===== config.mk =====
export PLATFORM = sky130hd
export DESIGN_NAME = fetch_decode_reg
export DESIGN_NICKNAME = d
export VERILOG_FILES = /design/src/rtl/fetch_decode_reg.sv
export SDC_FILE = /design/constraint.sdc
export NUM_CORES = 1
export LEC_CHECK = 0
export CORE_MARGIN = 5
export CORE_UTILIZATION = 49
export CTS_CLUSTER_DIAMETER = 100
export CTS_CLUSTER_SIZE = 28
export DETAILED_ROUTE_END_ITERATION = 10
export HOLD_SLACK_MARGIN = 0.02
export PLACE_DENSITY = 0.85
export SETUP_SLACK_MARGIN = 0.02
export SLEW_MARGIN = 15
export SYNTH_ARGS = -nofsm -noshare
export SYNTH_HDL_FRONTEND = slang
export SYNTH_SLANG_ARGS = --single-unit

===== constraint.sdc =====
create_clock -name clk -period 2.2 [get_ports clk]
set_clock_uncertainty 0.1 [all_clocks]
set_input_delay 0.44 -clock clk [delete_from_list [all_inputs] [get_ports clk]]
set_output_delay 0.44 -clock clk [all_outputs]
set_load 0.02 [all_outputs]

===== src/rtl/fetch_decode_reg.sv =====
// Fetch/decode pipeline register with a one-entry skid buffer,
// a HALT freeze state and a saturating stall counter.
module fetch_decode_reg #(
  parameter logic [15:0] NOP_INSTR = 16'h0800
) (
  input  logic        clk,
  input  logic        rst,
  input  logic [15:0] instr_IF,
  input  logic [15:0] pcPlus2_IF,
  input  logic        instrValid_IF,
  input  logic        stall,
  input  logic        flush,
  output logic [15:0] instr_FD,
  output logic [15:0] pcPlus2_FD,
  output logic        valid_FD,
  output logic        pcWriteEn,
  output logic        halted,
  output logic [7:0]  stallCnt
);

  typedef enum logic [1:0] {
    RUN  = 2'd0,
    SKID = 2'd1,
    HALT = 2'd2
  } state_t;

  state_t      r_state;
  state_t      w_state_nxt;
  logic [15:0] r_instr;
  logic [15:0] r_pc;
  logic        r_valid;
  logic [15:0] r_skid_instr;
  logic [15:0] r_skid_pc;
  logic [7:0]  r_stall_cnt;

  logic [15:0] w_instr_nxt;
  logic [15:0] w_pc_nxt;
  logic        w_valid_nxt;
  logic [15:0] w_skid_instr_nxt;
  logic [15:0] w_skid_pc_nxt;
  logic        w_fetch_halt;
  logic        w_skid_halt;

  // HALT opcode: top five bits all zero
  assign w_fetch_halt = (instr_IF[15:11] == 5'b00000);
  assign w_skid_halt  = (r_skid_instr[15:11] == 5'b00000);

  // Next FD contents, skid contents and state (flush > stall > load)
  always_comb begin
    w_state_nxt      = r_state;
    w_instr_nxt      = r_instr;
    w_pc_nxt         = r_pc;
    w_valid_nxt      = r_valid;
    w_skid_instr_nxt = r_skid_instr;
    w_skid_pc_nxt    = r_skid_pc;
    if (flush) begin
      w_instr_nxt      = NOP_INSTR;
      w_valid_nxt      = 1'b0;
      w_skid_instr_nxt = 16'h0000;
      w_skid_pc_nxt    = 16'h0000;
      w_state_nxt      = RUN;
    end else if (stall) begin
      if (r_state == RUN && instrValid_IF) begin
        w_skid_instr_nxt = instr_IF;
        w_skid_pc_nxt    = pcPlus2_IF;
        w_state_nxt      = SKID;
      end
    end else begin
      unique case (r_state)
        RUN: begin
          if (instrValid_IF) begin
            w_instr_nxt = instr_IF;
            w_pc_nxt    = pcPlus2_IF;
            w_valid_nxt = 1'b1;
            w_state_nxt = w_fetch_halt ? HALT : RUN;
          end else begin
            w_instr_nxt = NOP_INSTR;
            w_valid_nxt = 1'b0;
          end
        end
        SKID: begin
          w_instr_nxt      = r_skid_instr;
          w_pc_nxt         = r_skid_pc;
          w_valid_nxt      = 1'b1;
          w_skid_instr_nxt = 16'h0000;
          w_skid_pc_nxt    = 16'h0000;
          w_state_nxt      = w_skid_halt ? HALT : RUN;
        end
        HALT: begin
          w_state_nxt = HALT;
        end
        default: begin
          w_state_nxt = RUN;
        end
      endcase
    end
  end

  // State, FD and skid registers
  always_ff @(posedge clk) begin
    if (rst) begin
      r_state      <= RUN;
      r_instr      <= NOP_INSTR;
      r_pc         <= 16'h0000;
      r_valid      <= 1'b0;
      r_skid_instr <= 16'h0000;
      r_skid_pc    <= 16'h0000;
    end else begin
      r_state      <= w_state_nxt;
      r_instr      <= w_instr_nxt;
      r_pc         <= w_pc_nxt;
      r_valid      <= w_valid_nxt;
      r_skid_instr <= w_skid_instr_nxt;
      r_skid_pc    <= w_skid_pc_nxt;
    end
  end

  // Saturating count of stalled cycles, counts even when flush wins
  always_ff @(posedge clk) begin
    if (rst) begin
      r_stall_cnt <= 8'h00;
    end else if (stall && r_stall_cnt != 8'hFF) begin
      r_stall_cnt <= r_stall_cnt + 8'h01;
    end
  end

  assign pcWriteEn  = !rst &&
                      (flush || (instrValid_IF && r_state == RUN));
  assign instr_FD   = r_instr;
  assign pcPlus2_FD = r_pc;
  assign valid_FD   = r_valid;
  assign halted     = (r_state == HALT);
  assign stallCnt   = r_stall_cnt;

endmodule


==> key figures <==
Clock tree
  • CTS Root Cell: clkbuf_8
  • Clock Path Buffers: 2
  • Clock Sinks: 75
  • CTS buffer count: 9
  • Hold buffers post-CTS: 0
  • CTS clock-pin slew for the worst setup and hold paths: ~70 ps
  • Skew-Pair Late Insertion Delay: roughly 340 ps
  • CTS tree: done
  • # H-tree levels: 3

GRT
  • Largest net degree at the start of global routing: 33
  • GRT Resource Usage Total: 0.205
  • Vias in the first global route: roughly 2,900
  • Initial antenna violation count: 0
  • First-pass GRT wire length: between 10,000 and 15,000 um
  • GR Overflow Total: 0

STA
  • Headroom to the max-slew limit: 0.784
  • F_max: between 400 and 500 MHz
  • Worst-margin pin slew: 324 ps
  • Final period util: 0.924
  • WHS: 386 ps
  • Setup Viol. Count Final: 0
  • RSZ-0062 raised after global routing: false
  • Period minus WS final: roughly 2000 ps
  • Worst Setup Slack, final: 168 ps
  • TNS Setup: 0 ps
  • Final hold viol count: 0
  • Max-slew violation count: 0

Power
  • Pleak: roughly 1.7 nW
  • Design Power: 2.99 mW
  • Clock group share of total power: 0.369
  • P_sw: approximately 0.75 mW
  • Pwr Density: 681 nW/um^2
  • Logic pwr share: 0.151
  • Maximum VDD drop: approximately 0.00053 V
  • Power share of the sequential group: 0.480
  • Sw Share: 0.250
  • Pint: between 2 and 2.5 mW

Worst setup path
  • FF-to-FF path depth: 4
  • Critical Path End Type: primary output
  • RR Endpoint: stallCnt[0]$_SDFFE_PP0P_
  • Slowest cell delay on critical path: about 500 ps
  • Worst Path Required: between 1500 and 2000 ps
  • Worst reg-to-reg setup slack: 440 ps
  • CP Cell Sequence: clkdlybuf4s50_1 -> nor2b_1 -> a21oi_1 -> nor2_1 -> buf_2
  • CP Launch Point: instrValid_IF
  • Worst-path maximum fanout: 2
  • Crit Path Class: in -> out
  • CP Data Arrival Time: around 1500 ps
  • Reg-to-reg critical path startpoint: stallCnt[0]$_SDFFE_PP0P_
  • Worst setup path endpoint: pcWriteEn
  • Slowest cell on crit path: clkdlybuf4s50_1
  • Critical path launch point type: input pin

Route
  • Detailed-route wire length per cell: 17.3 um
  • Pre-antenna DRT Iters: 4
  • Vias/cell: 5.87
  • Drt total wl: 8280 um
  • Via count: around 2,800
  • 1st-iter DRT viols: between 100 and 150
  • DRC: 0
  • Antenna Nets Post-Route: 0

Synth
  • Cell variety after synth: 43
  • Most frequent cell after synthesis: dfxtp_1
  • Adder-cell share of the synthesized area: 0.00393
  • Synth Area in Simple Gates: 0.150
  • Seq/Total Area, Yosys: 0.472
  • Avg Inst Size Synth: roughly 10 sq um
  • Post-synth EDFFs: 0
  • Yosys reg bits: between 70 and 80
  • Proportion of synthesized area in mux cells: 0.0606
  • Top cell type's share of synthesized area: 0.472
  • XOR/XNOR Fraction of Synth Area: 0
  • Compound-Gate Fraction of Synth Area: 0.263
  • Synth cell count leaders: dfxtp_1 (75), a32o_1 (32), nor2_1 (23)
  • Post-Synthesis Cells: 315
  • Largest family of logic cells by synthesized area: compound AO/OA/AOI/OAI gates
  • Total of warnings raised by yosys: 0
  • Post-Syn Area: between 3000 and 4000 sq um
  • Syn nets: 353
  • Leading area contributor after synthesis: dfxtp_1
  • Top cells by area, synth: dfxtp_1 (47%), a32o_1 (10%), mux2i_1 (5.3%)
  • Ys async rst share: 0
  • Main synth FF type: dfxtp_1

Floorplanning
  • Die H: between 90 and 100 um
  • Core area: about 6300 sq um
  • Initial Util: 0.501
  • # rows: 29
  • IO Pins: 80
  • Die W: between 90 and 100 um
  • Area of the die: 8200 sq um

Layout
  • Final #Nets: between 400 and 500
  • Layout Cells excl Fill: about 480
  • Layout cells sized above 1: 0.142
  • # diodes: 0
  • Fin util: 0.691
  • Fillcell total: 495
  • Area Growth Syn to Fin: 37.9%
  • Layout Cell Area excl Fill: 4390 sq um

Worst hold path
  • Worst Hold Class: reg -> reg
  • Min-delay src: r_skid_instr[3]$_SDFFE_PP0P_

Placement
  • IO buf count: 79
  • Cells after DPL: 463
  • GP Congestion: between 0.7 and 0.8
  • Placed inst area: ~4200 sq um
  • DP HPWL: approximately 5800 um
  • Pre-CTS setup slack: -297 ps

Job
  • Max-capacitance violation count: 0

Run status
  • Status: finished clean
layout by cell type, fill, tap and decap left out, types with 5 or more instances in the layout:
cell type        count
buf_12               5
clkbuf_8            12
nor2b_1              7
nor2_1              21
a211oi_2            10
nand2_1             15
mux2i_1             17
clkdlybuf4s50_1     77
a311oi_1            14
a32o_1              32
a211oi_1            12
nand3b_1            14
dfxtp_1             75
buf_4               20
a21oi_1             21
flip-flops by register name (all words and copies together), names as in the netlist:
signal and flops:
instr_FD 16, pcPlus2_FD 16, r_skid_instr 16, r_skid_pc 16, r_state 2, stallCnt 8, valid_FD 1
routing by layer:
layer / track usage / wire length, um / vias up / share of wire
met4: 0.0558 / 100 / 0 / 0.012
li1: - / - / 1376 / -
met1: 0.232 / 3470 / 1345 / 0.42
met5: 0 / 0 / - / 0
met3: 0.0775 / 504 / 11 / 0.061
met2: 0.359 / 4200 / 78 / 0.51
worst min-delay path by stage:
stage / end / slack [ps] / depth (start not counted)
6_report: instr_FD[3]$_SDFFE_PP0P_ / 390 / 2
5_1_grt: instr_FD[1]$_SDFFE_PP0P_ / 410 / 2
4_1_cts: instr_FD[3]$_SDFFE_PP0P_ / 390 / 2
3_5_place_dp: instr_FD[3]$_SDFFE_PP0P_ / 380 / 2
3_3_place_gp: instr_FD[8]$_SDFFE_PP0P_ / 360 / 2
2_1_floorplan: instr_FD[10]$_SDFFE_PP0P_ / 360 / 2
worst max-delay path, delay by kind of cell:
family	cells	cell delay, ps
AO/OA/AOI/OAI	1	90
buffers and inverters	2	680
AND/OR/NAND/NOR	2	280
what timing repair did:
item | CTS | global route
cloned | 0 | 0
endpoints found under the setup margin | 2 | 1
gates resized for setup | 4 | 2
setup buffers | 0 | 0
kinds of logic after synthesis:
| kind of cell | after synthesis |
|---|---|
| AO/OA/AOI/OAI | 98 |
| adder cells (fa/ha/maj) | 1 |
| buffers and inverters | 35 |
| flip-flops | 75 |
| multiplexers | 19 |
| AND/OR/NAND/NOR | 87 |
layout make-up:
cell class	instances	area [sq um]	share of cell area
Tap cell	77	96.3	0.0220
Clock buffer	12	165	0.0376
Clock inverter	4	47.5	0.0108
Inverter	2	7.51	0.00171
Sequential cell	75	1500	0.342
Multi-Input combinational cell	205	1530	0.350
Timing Repair Buffer	104	1030	0.236
power groups by stage:
| stage | Clock, mW | Combinational (mW) | Sequential (mW) |
|---|---|---|---|
| finish | 1.10 | 0.451 | 1.44 |
| global route | 1.19 | 0.485 | 1.44 |
| CTS | 1.12 | 0.454 | 1.44 |
| detailed placement | 0 | 0.452 | 1.47 |
| global placement | 0 | 0.440 | 1.46 |
| floorplan | 0 | 0.187 | 1.50 |
(Power assumes the default switching activity.)
